$ cat src/rtl/rf_dump_reader.sv
// Walks a register-file address range through the test port and streams {addr, data} beats.
// Optional RF_DUMP_SKIPZERO_EN: registers reading zero are skipped rather than emitted.
module rf_dump_reader #(
    parameter int ADDR_W = 5,
    parameter int DATA_W = 32,
    parameter int SETTLE = 1
) (
    input  logic              clk,
    input  logic              rst,
    input  logic              start,
    input  logic [ADDR_W-1:0] first_addr,
    input  logic [ADDR_W-1:0] last_addr,
    output logic [ADDR_W-1:0] sw_address,
    input  logic [DATA_W-1:0] testReg,
    output logic              out_valid,
    input  logic              out_ready,
    output logic [ADDR_W-1:0] out_addr,
    output logic [DATA_W-1:0] out_data,
    output logic              busy,
    output logic              done
);

    localparam int CNT_W = (SETTLE > 1) ? $clog2(SETTLE) : 1;

    typedef enum logic [2:0] {
        S_IDLE,
        S_SETA,
        S_WAIT,
        S_SEND,
        S_DONE
    } state_t;

    state_t             state_q, state_d;
    logic [ADDR_W-1:0]  cur_q, cur_d;
    logic [ADDR_W-1:0]  last_q, last_d;
    logic [CNT_W-1:0]   cnt_q, cnt_d;
    logic [ADDR_W-1:0]  sw_address_q, sw_address_d;
    logic               out_valid_q, out_valid_d;
    logic [ADDR_W-1:0]  out_addr_q, out_addr_d;
    logic [DATA_W-1:0]  out_data_q, out_data_d;
    logic               busy_q, busy_d;
    logic               done_q, done_d;
    logic               advance;

    always_comb begin
        state_d      = state_q;
        cur_d        = cur_q;
        last_d       = last_q;
        cnt_d        = cnt_q;
        sw_address_d = sw_address_q;
        out_valid_d  = out_valid_q;
        out_addr_d   = out_addr_q;
        out_data_d   = out_data_q;
        busy_d       = busy_q;
        done_d       = 1'b0;
        advance      = 1'b0;

        case (state_q)
            S_IDLE: begin
                if (start) begin
                    cur_d   = first_addr;
                    last_d  = last_addr;
                    busy_d  = 1'b1;
                    state_d = S_SETA;
                end
            end
            S_SETA: begin
                sw_address_d = cur_q;
                cnt_d        = CNT_W'(SETTLE - 1);
                state_d      = S_WAIT;
            end
            S_WAIT: begin
                if (cnt_q == '0) begin
`ifdef RF_DUMP_SKIPZERO_EN
                    if (testReg == '0) begin
                        advance = 1'b1;
                    end else begin
                        out_data_d  = testReg;
                        out_addr_d  = cur_q;
                        out_valid_d = 1'b1;
                        state_d     = S_SEND;
                    end
`else
                    out_data_d  = testReg;
                    out_addr_d  = cur_q;
                    out_valid_d = 1'b1;
                    state_d     = S_SEND;
`endif
                end else begin
                    cnt_d = cnt_q - CNT_W'(1);
                end
            end
            S_SEND: begin
                if (out_ready) begin
                    out_valid_d = 1'b0;
                    advance     = 1'b1;
                end
            end
            S_DONE: begin
                state_d = S_IDLE;
            end
            default: state_d = S_IDLE;
        endcase

        // Shared by a completed handshake and (optionally) a skipped zero register.
        if (advance) begin
            if (cur_q == last_q) begin
                done_d  = 1'b1;
                busy_d  = 1'b0;
                state_d = S_DONE;
            end else begin
                cur_d   = cur_q + ADDR_W'(1);
                state_d = S_SETA;
            end
        end
    end

    always_ff @(posedge clk) begin
        if (rst) begin
            state_q      <= S_IDLE;
            cur_q        <= '0;
            last_q       <= '0;
            cnt_q        <= '0;
            sw_address_q <= '0;
            out_valid_q  <= 1'b0;
            out_addr_q   <= '0;
            out_data_q   <= '0;
            busy_q       <= 1'b0;
            done_q       <= 1'b0;
        end else begin
            state_q      <= state_d;
            cur_q        <= cur_d;
            last_q       <= last_d;
            cnt_q        <= cnt_d;
            sw_address_q <= sw_address_d;
            out_valid_q  <= out_valid_d;
            out_addr_q   <= out_addr_d;
            out_data_q   <= out_data_d;
            busy_q       <= busy_d;
            done_q       <= done_d;
        end
    end

    assign sw_address = sw_address_q;
    assign out_valid  = out_valid_q;
    assign out_addr   = out_addr_q;
    assign out_data   = out_data_q;
    assign busy       = busy_q;
    assign done       = done_q;

endmodule

$ cat config.mk
export PLATFORM = sky130hd
export DESIGN_NAME = rf_dump_reader
export DESIGN_NICKNAME = d
export VERILOG_FILES = /design/src/rtl/rf_dump_reader.sv
export SDC_FILE = /design/constraint.sdc
export NUM_CORES = 1
export LEC_CHECK = 0
export CAP_MARGIN = 5
export CORE_MARGIN = 2
export CORE_UTILIZATION = 46
export DETAILED_ROUTE_END_ITERATION = 7
export GPL_TIMING_DRIVEN = 0
export PLACE_DENSITY = 0.92
export SLEW_MARGIN = 0
export SYNTH_ARGS = -nofsm -noshare
export SYNTH_HDL_FRONTEND = slang
export SYNTH_SLANG_ARGS = --single-unit
$ cat constraint.sdc
create_clock -name clk -period 2.1 [get_ports clk]
set_input_delay 0.315 -clock clk [delete_from_list [all_inputs] [get_ports clk]]
set_output_delay 0.315 -clock clk [all_outputs]
set_load 0.05 [all_outputs]
==> results.md, run 1 <==
Global route:
- The via count of the first global-routing pass is roughly 2100.
- The global-route total usage across every layer is 0.216.
- The pin count of the biggest net entering global routing is 11.
- Global routing finished with a remaining overflow of 0.
- The initial antenna violation count is 0.
- The global-route wire length before repair is around 9.0 mm.

Clocking:
- In this run, post-CTS hold repair placed 0 buffers.
- The clock-pin slew of the registers on the worst-case setup and hold paths is 0.06 ns.
- TritonCTS built the clock tree.
- The clock sink count is between 50 and 60.
- The maximum clock path buffer count is 2.
- In this run the number of H-tree levels came out at 3.
- Gates resized during post-CTS repair numbered 0.
- The library cell used as clock root buffer is sky130_fd_sc_hd__clkbuf_8.
- Buffers inserted during clock tree synthesis total 9.
- The worst-skew pair later-pin latency is 0.34 ns.
- In this run the post-CTS setup repair buffer count came out at 0.

Timing:
- The final number of hold-violating endpoints is 0.
- For this run, the top clock speed supported by timing is 548 MHz.
- Setup violations remaining at the end of the flow were counted as 0.
- Subtracting the final worst setup slack from the clock period gives roughly 1.8 ns.
- The transition time at the pin with the least slew margin is slightly above 0.7 ns.
- The aggregate negative setup slack is 0 ns.
- Setup repair after global routing left no endpoint under its margin.
- Across the routed clock network, the largest skew measured is approximately 0.0065 ns.
- The final number of max-transition violations is 0.
- The relative slew slack is 0.514.
- Dividing the final minimum period by the clock period gives 0.869.

Logic synthesis:
- By area the synthesized netlist is led by sky130_fd_sc_hd__dfxtp_1 (52%), sky130_fd_sc_hd__nand2_1 (16%), sky130_fd_sc_hd__a21oi_1 (11%).
- The average size of a mapped cell is 8.27 um2.
- The most instantiated library cell after synthesis is sky130_fd_sc_hd__nand2_1.
- The mapped netlist covers approximately 0.0022 mm2.
- Yosys printed 0 warnings.
- The sequential cell area fraction in the yosys report is 0.522.
- The share of Yosys cell area claimed by the top area cell type is 0.522.
- The count of flip-flops with a built-in enable after synthesis is 0.
- When the netlist entered floorplanning its net count stood at 316.
- The cell count after synthesis came out at around 270.
- The register bit count reported by yosys is 58.
- For this run, the leading register cell type out of synthesis is sky130_fd_sc_hd__dfxtp_1.
- Synthesis instantiated 28 different standard cells from the library.
- The library cell occupying the most area in the post-synthesis netlist is sky130_fd_sc_hd__dfxtp_1.
- The share of synthesized flip-flops with an asynchronous set or reset is 0.
- The commonest cells after synthesis are sky130_fd_sc_hd__nand2_1 (95), sky130_fd_sc_hd__dfxtp_1 (58), sky130_fd_sc_hd__a21oi_1 (47).

Routing:
- The number of DRC violations after detailed routing is 0.
- Detailed routing inserted a total of 2196 vias.
- The post-detailed-route count of antenna-violating nets is 0.
- After detailed routing, the total wire length is approximately 5.6 mm.
- The violation count after the first detailed-route iteration is 69.
- The via-per-instance ratio is roughly 5.1.
- The detailed-routing iteration count for the pre-antenna-repair pass is 5.
- The average wire length per cell after detail routing is between 10 and 15 um.

Setup path:
- The source of the critical timing path is busy$_SDFF_PP0_.
- The worst setup path is launched from a flip-flop.
- On the worst path, the slowest cell contributes a delay of 0.81 ns.
- The worst setup path is captured at a primary output.
- The start of the worst register-to-register path is state_q[1]$_SDFFE_PP0P_.
- Walking the worst path, the cells encountered are clkdlybuf4s50_1.
- The top cell family by delay on the critical path is buffers and inverters.
- Counting both buffers and inverters, the worst setup path holds a total of 1.
- The critical path depth in cells is 1.
- The critical path class is reg2out.
- For the worst setup path, the data arrival time is 1.51 ns.
- The required arrival time at the worst endpoint is around 1.8 ns.
- The slowest stage of the critical path is the sky130_fd_sc_hd__clkdlybuf4s50_1 cell.
- The depth of the worst register-to-register path is 5.
- Along the worst path, the maximum fanout reaches 2.

Layout:
- The share of final-layout standard cells stronger than drive strength 1 is 0.0804.
- The repair_antennas step left the layout with diodes totalling 0.
- The layout-stage area growth over the synthesis result is 51.4%.
- In the final design database the tool counted around 420 nets.

Floorplan:
- The die outline height is between 70 and 80 um.
- In this run the horizontal extent of the chip is 73.5 um.
- The placeable core region is about 0.0047 mm2.
- The starting density of the core is 0.474.
- The floorplan row count is 25.
- In this run the count of I/O pins placed on the die edge is around 90.
- The die footprint is 0.00541 mm2.

Place:
- The count of buffers from port buffering is 89.
- The half-perimeter wire length after placement is roughly 4.2 mm.
- At the end of routability-driven placement, the weighted congestion stood at 0.852.

Hold path:
- The worst hold path belongs to the class in2reg.
- The worst min-delay path startpoint is rst.
- The number of cells on the worst hold path is 2.

Power and ir drop:
- The worst vdd rail ir drop is 524 uV.
- The power per unit of standard cell area is 820 mW/mm2.
- The design draws 2.76 mW.
- The static leakage is ~1.2 nW.

Run status:
- The flow ran to the end, and the final reports show no timing, DRC or antenna violations.

Flow run:
- The tool flagged a number of max-cap violations equal to 0.
cell usage in the layout, fill, tap and decap left out, types with 2 or more instances in the layout:
cell	n
sky130_fd_sc_hd__clkbuf_8	10
sky130_fd_sc_hd__mux2i_1	5
sky130_fd_sc_hd__clkinv_2	2
sky130_fd_sc_hd__nand3b_1	2
sky130_fd_sc_hd__nand2b_1	2
sky130_fd_sc_hd__buf_2	6
sky130_fd_sc_hd__a21oi_1	47
sky130_fd_sc_hd__nand3_1	2
sky130_fd_sc_hd__dfxtp_1	58
sky130_fd_sc_hd__a32oi_1	3
sky130_fd_sc_hd__nor2_1	12
sky130_fd_sc_hd__nor3_1	4
sky130_fd_sc_hd__clkbuf_1	9
sky130_fd_sc_hd__a31oi_1	2
sky130_fd_sc_hd__clkdlybuf4s50_1	89
sky130_fd_sc_hd__nand2_1	95
sky130_fd_sc_hd__xor2_1	5
sky130_fd_sc_hd__nor3b_2	2
sky130_fd_sc_hd__buf_6	5
report_power, final:
part,leakage [nW],internal (mW),switching [mW]
Clock,0.0962,0.570,0.417
Sequential,0.472,1.16,0.0423
Combinational,0.666,0.234,0.335
Total,1.23,1.97,0.794
cells by family (layout without fill, tap and decap cells):
family	count (synthesis)	count (layout)	share of synthesized area
muxes	6	6	0.0276
AOI/OAI and AO/OA	56	56	0.138
DFF	58	58	0.522
and+or+nand+nor	123	123	0.233
xor gates and xnor gates	5	5	0.0197
buffers and inverters	20	124	0.0546
adders and majority gates	1	1	0.00562
area by class of cell:
class | instances | area (um2)
fillers | 379 | 1320
flip-flops and latches | 58 | 1160
multi-input cells | 191 | 942
repair buffers | 89 | 891
clock buffers | 12 | 145
plain buffers | 19 | 118
well taps | 54 | 67.6
clock inverters | 3 | 40.0
inverters | 1 | 3.75
routing by layer:
| layer | routed length (um) | track usage |
|---|---|---|
| met4 | 117 | 0.0788 |
| met2 | 2660 | 0.374 |
| met3 | 510 | 0.0686 |
| met5 | 0 | 0 |
| met1 | 2350 | 0.248 |
final timing paths:
| check | endpoint | slack, ns |
|---|---|---|
| max | busy | 0.28 |
| min | out_data[5]$_SDFFE_PP0P_ | 0.36 |
| max reg2reg | out_data[17]$_SDFFE_PP0P_ | 0.49 |
| min reg2reg | out_data[27]$_SDFFE_PP0P_ | 0.45 |
stage by stage:
stage / hold WS [ns] / instance area (um2) / utilization / cells / worst slack (ns)
after CTS: 0.351 / 3370 / 0.718 / 427 / 0.261
after detailed placement: 0.446 / 3180 / 0.678 / 412 / 0.209
final: 0.364 / 3370 / 0.718 / 427 / 0.276
after floorplan: 0.448 / 2220 / - / 269 / 0.700
after global placement: 0.441 / 3180 / 0.678 / 412 / 0.227
after global routing: 0.385 / 3370 / 0.718 / 427 / 0.229
sequential cells by signal, indices dropped and copies added (netlist names):
name / cells
cur_q: 5
sw_address: 5
state_q: 3
done: 1
busy: 1
out_valid: 1
last_q: 5
out_data: 32
out_addr: 5
No activity file was read; power rests on OpenSTA's default activity.
==> run 2, diff against run 1 <==
==> constraint.sdc (replaced) <==
create_clock -name clk -period 2.1 [get_ports clk]
set_input_delay 0.525 -clock clk [delete_from_list [all_inputs] [get_ports clk]]
set_output_delay 0.525 -clock clk [all_outputs]
set_load 0.05 [all_outputs]
==> results of run 2 <==
Same layout as run 1 (identical final DEF). Status: complete, no violations.
Main changes from that run: setup slack after placement 0.209 ns -> -0.000585 ns; setup slack after layout 0.276 ns -> 0.0658 ns; hold slack 0.364 ns -> 0.453 ns; end point of the worst hold path out_data[5]$_SDFFE_PP0P_ -> out_data[27]$_SDFFE_PP0P_
